[src/rtl/shared_bus_sched.sv]
// Round-robin scheduler for one shared W-bit bus with a programmable turnaround gap.
// Optional idle-bus keeper register: define SHARED_BUS_KEEPER_EN.
module shared_bus_sched #(
    parameter int N        = 4,
    parameter int W        = 8,
    parameter int TURN     = 2,
    parameter int HOLD_MAX = 8
) (
    input  logic           clk,
    input  logic           rst_n,
    input  logic [N-1:0]   req,
    input  logic [N*W-1:0] data_in,
    output logic [N-1:0]   grant,
    output logic           drv_en,
    output logic [W-1:0]   bus_data,
    output logic           busy,
    output logic [2:0]     owner
);
    typedef enum logic [1:0] {S_IDLE, S_DRIVE, S_TURN} state_t;

    localparam logic [3:0] N4    = 4'(N);
    localparam logic [3:0] TURN4 = 4'(TURN);
    localparam logic [7:0] HOLD8 = 8'(HOLD_MAX);

    state_t       r_state, w_state_nxt;
    logic [N-1:0] r_grant, w_grant_nxt;
    logic [2:0]   r_owner, w_owner_nxt;
    logic [2:0]   r_ptr, w_ptr_nxt;
    logic [7:0]   r_beat, w_beat_nxt;
    logic [3:0]   r_tcnt, w_tcnt_nxt;
    logic         r_busy, w_busy_nxt;
    logic [2:0]   w_sel;
    logic         w_found;
    logic         w_end;
    logic [3:0]   w_sum;
    logic [3:0]   w_sel_inc;
    logic [7:0]   w_req8;
    logic [W-1:0] w_data [8];
    logic [W-1:0] w_drv_val;

    // Pad requests and data slices to 8 entries so a 3-bit index always fits.
    assign w_req8 = 8'(req);
    for (genvar g = 0; g < 8; g++) begin : g_pad
        if (g < N) begin : g_used
            assign w_data[g] = data_in[g*W +: W];
        end else begin : g_unused
            assign w_data[g] = '0;
        end
    end

    assign w_drv_val = w_data[r_owner];

    always_comb begin
        w_found = 1'b0;
        w_sel   = '0;
        w_sum   = '0;
        for (int unsigned k = 0; k < N; k++) begin
            w_sum = {1'b0, r_ptr} + 4'(k);
            if (w_sum >= N4) w_sum = w_sum - N4;
            if (!w_found && w_req8[w_sum[2:0]]) begin
                w_found = 1'b1;
                w_sel   = w_sum[2:0];
            end
        end
    end

    assign w_sel_inc = {1'b0, w_sel} + 4'd1;
    // Both exit conditions fold into one term, so a coincident drop and limit exits once.
    assign w_end     = !w_req8[r_owner] || (r_beat >= HOLD8);

    always_comb begin
        w_state_nxt = r_state;
        w_grant_nxt = r_grant;
        w_owner_nxt = r_owner;
        w_ptr_nxt   = r_ptr;
        w_beat_nxt  = r_beat;
        w_tcnt_nxt  = r_tcnt;
        w_busy_nxt  = r_busy;
        case (r_state)
            S_IDLE: begin
                if (w_found) begin
                    w_state_nxt = S_DRIVE;
                    w_grant_nxt = N'(1) << w_sel;
                    w_owner_nxt = w_sel;
                    w_beat_nxt  = 8'd1;
                    w_ptr_nxt   = (w_sel_inc >= N4) ? 3'd0 : w_sel_inc[2:0];
                    w_busy_nxt  = 1'b1;
                end
            end
            S_DRIVE: begin
                if (w_end) begin
                    w_grant_nxt = '0;
                    if (TURN == 0) begin
                        w_state_nxt = S_IDLE;
                        w_busy_nxt  = 1'b0;
                    end else begin
                        w_state_nxt = S_TURN;
                        w_tcnt_nxt  = TURN4;
                    end
                end else begin
                    w_beat_nxt = (r_beat < HOLD8) ? r_beat + 8'd1 : r_beat;
                end
            end
            S_TURN: begin
                w_tcnt_nxt = r_tcnt - 4'd1;
                if (r_tcnt <= 4'd1) begin
                    w_state_nxt = S_IDLE;
                    w_busy_nxt  = 1'b0;
                end
            end
            default: begin
                w_state_nxt = S_IDLE;
                w_grant_nxt = '0;
                w_busy_nxt  = 1'b0;
            end
        endcase
    end

    always_ff @(posedge clk or negedge rst_n) begin
        if (!rst_n) begin
            r_state <= S_IDLE;
            r_grant <= '0;
            r_owner <= '0;
            r_ptr   <= '0;
            r_beat  <= '0;
            r_tcnt  <= '0;
            r_busy  <= 1'b0;
        end else begin
            r_state <= w_state_nxt;
            r_grant <= w_grant_nxt;
            r_owner <= w_owner_nxt;
            r_ptr   <= w_ptr_nxt;
            r_beat  <= w_beat_nxt;
            r_tcnt  <= w_tcnt_nxt;
            r_busy  <= w_busy_nxt;
        end
    end

    assign grant  = r_grant;
    assign drv_en = |r_grant;
    assign busy   = r_busy;
    assign owner  = r_owner;

`ifdef SHARED_BUS_KEEPER_EN
    logic [W-1:0] r_keep;
    always_ff @(posedge clk or negedge rst_n) begin
        if (!rst_n)                 r_keep <= '0;
        else if (r_state == S_DRIVE) r_keep <= w_drv_val;
    end
    assign bus_data = drv_en ? w_drv_val : r_keep;
`else
    assign bus_data = drv_en ? w_drv_val : '0;
`endif

endmodule

[config.mk]
export PLATFORM = sky130hd
export DESIGN_NAME = shared_bus_sched
export DESIGN_NICKNAME = d
export VERILOG_FILES = /design/src/rtl/shared_bus_sched.sv
export SDC_FILE = /design/constraint.sdc
export NUM_CORES = 1
export LEC_CHECK = 0
export BUFFER_PORTS_ARGS = -buffer_cell sky130_fd_sc_hd__buf_4
export CORE_AREA = 2 2 84 86
export CTS_CLUSTER_DIAMETER = 60
export CTS_CLUSTER_SIZE = 40
export DETAILED_ROUTE_END_ITERATION = 6
export DIE_AREA = 0 0 86 88
export PLACE_DENSITY_LB_ADDON = 0.1
export SLEW_MARGIN = 30
export SYNTH_ARGS = -nofsm -noshare
export SYNTH_HDL_FRONTEND = slang
export SYNTH_SLANG_ARGS = --single-unit
[constraint.sdc]
create_clock -name clk -period 7.2 [get_ports clk]
set_input_delay 0.36 -clock clk [delete_from_list [all_inputs] [get_ports clk]]
set_output_delay 0.36 -clock clk [all_outputs]
set_load 0.01 [all_outputs]
==> metrics.md, run 1 <==
| Metric | Value |
|---|---|
| Clock Skews | 0.00749 ns |
| Clock-pin slew on the worst setup and hold paths | 0.10 ns |
| Status | finished clean |
| Sequential share of the synthesized area | 34.4% |
| CP peak stage delay | approximately 0.63 ns |
| Period utilization | 46.4% |
| CP Cell Sequence | inv_1, ha_1, mux4_2, and3_2, nor4_4, inv_1, ha_1, ha_1, a32o_1, a221o_1 |
| Root buf cell | clkbuf_8 |
| Final worst path period need | 3.34 ns |
| Worst path bufs/invs | 2 |
| Die Ht | 88 µm |
| Worst-Skew Late Latency | 0.28 ns |
| Pin count of the biggest net entering global routing | 26 |
| Final hold slack | 0.495 ns |
| Rows | 30 |
| Initial Util | 27.4% |
| CP max FO | 12 |
| Share of the synthesized area in the top cell type | 34.4% |
| Net Count, Synth | 216 |
| Avg WL per Cell | 14.6 µm |
| Combinational family with the most area after synthesis | simple AND/OR/NAND/NOR gates |
| Yosys warnings | 0 |
| Post-Syn Area | about 0.0018 mm² |
| Setup Total Neg Slack | 0 ns |
| Sink Count | 25 |
| Post-Synthesis Mean Instance Area | between 10 and 15 µm² |
| Compound-cell area share of the yosys netlist | between 10% and 20% |
| Dominant cell type by area after synthesis | dfrtp_1 |
| Most used cell, CP | ha_1 |
| Worst Path Arrival | about 3.5 ns |
| Total CTS buffers | 3 |
| Worst R2R Setup Slack | between 3 and 4 ns |
| Worst reg-to-reg path cell count | 10 |
| Routability-driven placement congestion ratio | 0.818 |
| WS Path Type | reg2reg |
| Final #Nets | 271 |
| IO Count | 55 |
| Port Buffer Count | 54 |
| Most frequent cells in the layout | 54 x buf_4, 25 x dfrtp_1, 15 x nor2b_1 |
| Fmax | 300 MHz |
| Antenna violations before repair | 0 |
| CP delay by family, top | adder cells |
| DR iter-0 viols | 56 |
| Share of cells above drive strength 1 | 37.6% |
| CTS H-tree lvls | 1 |
| Setup violators final | 0 |
| Total gr overflow | 0 |
| Synth cell types | 46 |
| DR pass1 iterations | 4 |
| VDD IR max | 0.120 mV |
| Die width | 86 µm |
| Hold_sp | busy |
| Vias after detailed routing | 1478 |
| TritonCTS clock tree | yes |
| Die area | 0.00757 mm² |
| Max Slew Vio Count | 0 |
| Synth top area cells | dfrtp_1 34%, mux4_2 14%, ha_1 7.6% |
| RSZ-0062 raised after global routing | no |
| Multiplexer share of the synthesized area | 17.2% |
| Fin util | 35.2% |
| Leading cell type in the layout, fill and taps excluded | buf_4 |
| Core box area | 0.00664 mm² |
| # fillers | 672 |
| Worst Hold Path Cells | 1 |
| # Post-CTS Setup Buffers | 0 |
| Vias in the first global route | 1470 |
| Hold Violations, Final | 0 |
| Area grow syn2layout | 28.6% |
| Max capacitance violation total | 0 |
| Required @ worst endpoint | between 7 and 8 ns |
| Post-DP HPWL | around 3400 µm |
| # DRC | 0 |
| Crit start category | flip-flop |
| Tot GR Track Use | 12.5% |
| RR Endpoint | grant[3] |
| Hold WC Path Type | reg2reg |
| FF+latch count, synth | 25 |
| Clock tree buffer depth | 2 |
| Antenna Cells | 0 |
| CP max stage cell | dfrtp_1 |
| Nature of the critical path endpoint | flip-flop |
| Post-synthesis xor/xnor area fraction | 1.44% |
| First-pass GRT wire length | ~7600 µm |
| Rel. slew slack | 45.0% |
| ANT nets after route | 0 |
| WHS Endpoint | busy |
| Pwr per Cell Area | 378 mW/mm² |
| Post-Synth Simple-Gate Area | 19.9% |
| Leak | 1.04 nW |
| Synth Area in Adders | under 10% |
| Vias per inst | between 4 and 5 |
| Final WL | approximately 4400 µm |
| Cell count after synthesis | 167 |
| Critical R2R Launch | r_ptr[0] |
| Worst Tran Pin Value | 0.824 ns |
## sequential cells by signal, indices dropped and copies added (netlist names)
register	count
r_beat	8
grant	4
r_tcnt	4
owner	3
r_ptr	3
r_state	2
busy	1
## metrics by stage
stage	setup slack [ns]	total power, mW	instance area, µm²	instances
after floorplan	4.25	0.640	1820	167
after global placement	3.93	0.817	2280	296
after detailed placement	3.87	0.810	2280	296
after CTS	3.85	0.903	2340	301
after global routing	3.57	0.974	2340	301
final	3.86	0.885	2340	301
## cell type report
class                      count  area [µm²]  area share [%]
clock inverter                 1        7.51           0.321
inverter                       8        30.0            1.28
sequential                    25         626            26.7
timing repair buffer          55         415            17.8
clock buffer                   3        41.3            1.76
multi-input combinational    129        1120            47.9
tap                           80         100            4.28
## cell usage after synthesis (all sizes together)
| master | instances |
|---|---|
| a2111oi | 1 |
| a21o | 1 |
| a21oi | 7 |
| a221o | 4 |
| a311oi | 2 |
| a31o | 1 |
| a31oi | 1 |
| a32o | 4 |
| a41oi | 1 |
| and2 | 2 |
| and3 | 2 |
| and4 | 1 |
| buf | 5 |
| conb | 1 |
| dfrtp | 25 |
| ha | 11 |
| inv | 8 |
| mux2 | 4 |
| mux2i | 2 |
| mux4 | 11 |
| nand2 | 9 |
| nand2b | 5 |
| nand3 | 3 |
| nand3b | 2 |
| nand4 | 1 |
| nor2 | 12 |
| nor2b | 15 |
| nor3 | 6 |
| nor4 | 2 |
| o211ai | 1 |
| o21a | 1 |
| o21ai | 6 |
| o21bai | 1 |
| o22a | 1 |
| o31ai | 1 |
| or2 | 2 |
| or2b | 1 |
| or4 | 1 |
| xnor2 | 2 |
| xor2 | 1 |
## worst max-delay path by stage
stage	slack [ns]	cells past startpoint	endpoint	from
2_1_floorplan	4.25	11	grant[3]	r_ptr[0]
3_5_place_dp	3.87	10	grant[3]	r_ptr[0]
5_1_grt	3.57	10	grant[3]	r_ptr[0]
3_3_place_gp	3.93	10	grant[3]	r_ptr[0]
4_1_cts	3.85	10	grant[3]	r_ptr[0]
6_report	3.86	10	grant[3]	r_ptr[0]
## what timing repair did
action | in CTS | in global routing
gates resized for setup | 0 | 0
hold buffers | 1 | 0
endpoints found under the hold margin | 25 | 0
## layer usage
layer | up-vias | share of wire (%) | track usage [%]
met3 | 2 | 3.4 | 2.83
met4 | 0 | 0.46 | 1.73
met1 | 726 | 47 | 17.6
li1 | 726 | - | -
met2 | 24 | 49 | 20.3
met5 | - | 0 | 0
## power by group
| part | total, mW | switching, mW | internal [mW] |
|---|---|---|---|
| logic | 0.539 | 0.257 | 0.282 |
| clock network | 0.0886 | 0.0493 | 0.0393 |
| registers | 0.258 | 0.0764 | 0.181 |
| total | 0.885 | 0.383 | 0.502 |
## cells by family (layout without fill, tap and decap cells)
family	Yosys count	count (layout)
flops	25	25
other cells	1	1
xor+xnor	3	3
mux	17	17
simple gates	64	64
compound gates	33	33
fa+ha+maj	11	11
buf+inv	13	67
## worst reg2reg max path, delay by kind of cell (launching register included)
| family | cells | cell delay (ns) |
|---|---|---|
| fa+ha+maj | 3 | 0.85 |
| flops | 1 | 0.63 |
| simple gates | 2 | 0.61 |
| compound gates | 2 | 0.46 |
| mux | 1 | 0.39 |
| buf+inv | 2 | 0.30 |
No activity file was read; power rests on OpenSTA's default activity.
==> inputs of run 2 (changes only) <==
==> constraint.sdc (replaced) <==
create_clock -name clk -period 2.75 [get_ports clk]
set_input_delay 0.1375 -clock clk [delete_from_list [all_inputs] [get_ports clk]]
set_output_delay 0.1375 -clock clk [all_outputs]
set_load 0.01 [all_outputs]
==> metrics.md, run 2 (synthesis results as in run 1) <==
| Metric | Value |
|---|---|
| Share of cells above drive strength 1 | 44.1% (was 37.6%) |
| Worst-Skew Late Latency | 0.28 ns (about the same) |
| CP delay by family, top | multiplexers (was adder cells) |
| Post-DP HPWL | 3590 µm (was 3420 µm) |
| RR Endpoint | grant[3] (unchanged) |
| Crit start category | flip-flop (unchanged) |
| Avg WL per Cell | 14.6 µm (about the same) |
| Most frequent cells in the layout | 68 x buf_4, 24 x dfrtp_1, 15 x nor2b_1 (was 54 x buf_4, 25 x dfrtp_1, 15 x nor2b_1) |
| Largest register by flop count | r_beat (unchanged) |
| Leak | 1.11 nW (was 1.04 nW) |
| Antenna violations before repair | 0 (unchanged) |
| Clock tree buffer depth | 2 (unchanged) |
| Final hold slack | 0.297 ns (was 0.495 ns) |
| Tot GR Track Use | 12.8% (was 12.5%) |
| M2 GR Usage | 20.3% (unchanged) |
| Hold Violations, Final | 0 (unchanged) |
| Root buf cell | clkbuf_8 (unchanged) |
| CP Cell Sequence | buf_6, mux4_2, and3_2, nor4_4, inv_2, ha_2, ha_4, a32o_1, a221o_1 (was inv_1, ha_1, mux4_2, and3_2, nor4_4, inv_1, ha_1, ha_1, a32o_1, a221o_1) |
| Final WL | 4610 µm (was 4380 µm) |
| Pwr per Cell Area | 1020 mW/mm² (was 378 mW/mm²) |
| Clock-pin slew on the worst setup and hold paths | 0.10 ns (about the same) |
| CP peak stage delay | 0.55 ns (was 0.63 ns) |
| CP max FO | 7 (was 12) |
| CP max stage cell | mux4_2 (was dfrtp_1) |
| Setup violators final | 0 (unchanged) |
| DR pass1 iterations | 4 (unchanged) |
| Worst Path Arrival | 2.82 ns (was 3.51 ns) |
| VDD IR max | 0.414 mV (was 0.120 mV) |
| Pin count of the biggest net entering global routing | 26 (unchanged) |
| Worst reg-to-reg path cell count | 9 (was 10) |
| Leading cell type in the layout, fill and taps excluded | buf_4 (unchanged) |
| Core box area | 0.00664 mm² (unchanged) |
| Hold WC Path Type | in2async (was reg2reg) |
| Sink Count | 25 (unchanged) |
| Max capacitance violation total | 0 (unchanged) |
| Period utilization | 96.5% (was 46.4%) |
| Worst path bufs/invs | 2 (unchanged) |
| Port Buffer Count | 54 (unchanged) |
| Fin cells | 316 (was 301) |
| WS Path Type | reg2reg (unchanged) |
| Worst R2R Setup Slack | 0.1 ns (was 3.86 ns) |
| # DRC | 0 (unchanged) |
| Status | finished clean (unchanged) |
| Final #Nets | 286 (was 271) |
| Clock Skews | 0.00971 ns (was 0.00749 ns) |
| Initial Util | 27.4% (unchanged) |
| Die area | 0.00757 mm² (unchanged) |
| Final worst path period need | 2.65 ns (was 3.34 ns) |
| Max Slew Vio Count | 0 (unchanged) |
| Routability-driven placement congestion ratio | 0.838 (was 0.818) |
| Area grow syn2layout | 37.8% (was 28.6%) |
| Required @ worst endpoint | 2.92 ns (was 7.37 ns) |
| Rows | 30 (unchanged) |
| First-pass GRT wire length | 7650 µm (was 7560 µm) |
| Total CTS buffers | 3 (unchanged) |
| Met3 Use GR | 2.36% (was 2.83%) |
| Critical R2R Launch | r_ptr[0] (unchanged) |
| CTS H-tree lvls | 1 (unchanged) |
| Nature of the critical path endpoint | flip-flop (unchanged) |
| TritonCTS clock tree | yes (unchanged) |
| DR iter-0 viols | 31 (was 56) |
| Vias per inst | 4.88 (was 4.91) |
| Placed Cells | 308 (was 296) |
| Vias after detailed routing | 1542 (was 1478) |
| Die Ht | 88 µm (unchanged) |
| # fillers | 673 (was 672) |
| CP Depth | 9 (was 10) |
| Die width | 86 µm (unchanged) |
| Vias in the first global route | 1487 (was 1470) |
| Fmax | 377 MHz (was 300 MHz) |
| IO Count | 55 (unchanged) |
| Antenna Cells | 0 (unchanged) |
| GR peak layer | met2 (unchanged) |
| Met1 Usage GRT | 18.1% (was 17.6%) |
| ANT nets after route | 0 (unchanged) |
| Number of flip-flops in the largest register | 8 (unchanged) |
| Total gr overflow | 0 (unchanged) |
==> run 2: cell types whose count changed in the layout (fill, tap and decap cells not counted), sizes merged <==
cell,before,now
buf,54,69
==> run 2: final cells by class <==
cell class	count	area [µm²]	area share, %
multi-input cells	129	1170	46.6
flip-flops and latches	25	627	25.0
repair buffers	70	532	21.2
well taps	80	100	3.99
clock buffers	3	41.3	1.65
inverters	8	32.5	1.30
clock inverters	1	7.51	0.299
==> run 2: worst max path at each step <==
stage	startpoint	to	slack, ns
after global placement	r_ptr[0]	grant[3]	0.08
after global routing	r_ptr[0]	grant[3]	-0.001
after detailed placement	r_ptr[0]	grant[3]	0.04
after floorplan	r_ptr[0]	grant[1]	0.09
final	r_ptr[0]	grant[3]	0.1
after CTS	r_ptr[0]	grant[3]	0.05
==> run 2: routing by layer <==
metal	vias up	share of wire, %
met2	22	45
met4	0	0.87
met1	754	51
li1	761	-
met3	5	2.7
met5	-	0
==> run 2: per-stage QoR <==
stage	total power, mW	utilization [%]	worst slack [ns]	cell area (µm²)	setup TNS, ns
CTS	2.57	37.3	0.0507	2480	0
floorplan	1.73	-	0.0937	1870	0
detailed placement	2.33	36.4	0.0373	2420	0
global route	2.80	37.7	-0.00129	2510	-0.00129
finish	2.57	37.7	0.0965	2510	0
global placement	2.33	36.4	0.0836	2420	0
==> run 2: what timing repair did <==
action,in CTS,in global routing
gates resized for setup,0,3
endpoints found under the setup margin,0,5
setup buffers,0,3
hold endpoints to repair,25,0
hold buffers,1,0
==> run 2: report_power, final <==
group          switching [mW]  internal (mW)  total [mW]
sequential              0.118          0.478       0.596
combinational           0.833          0.912        1.74
clock                   0.126          0.103       0.229
==> run 2: worst reg2reg max path, cell delays in order, from the launching register on <==
cell,delay (ns)
dfrtp_2,0.43
buf_6,0.15
mux4_2,0.55
and3_2,0.24
nor4_4,0.31
inv_2,0.07
ha_2,0.19
ha_4,0.16
a32o_1,0.20
a221o_1,0.26
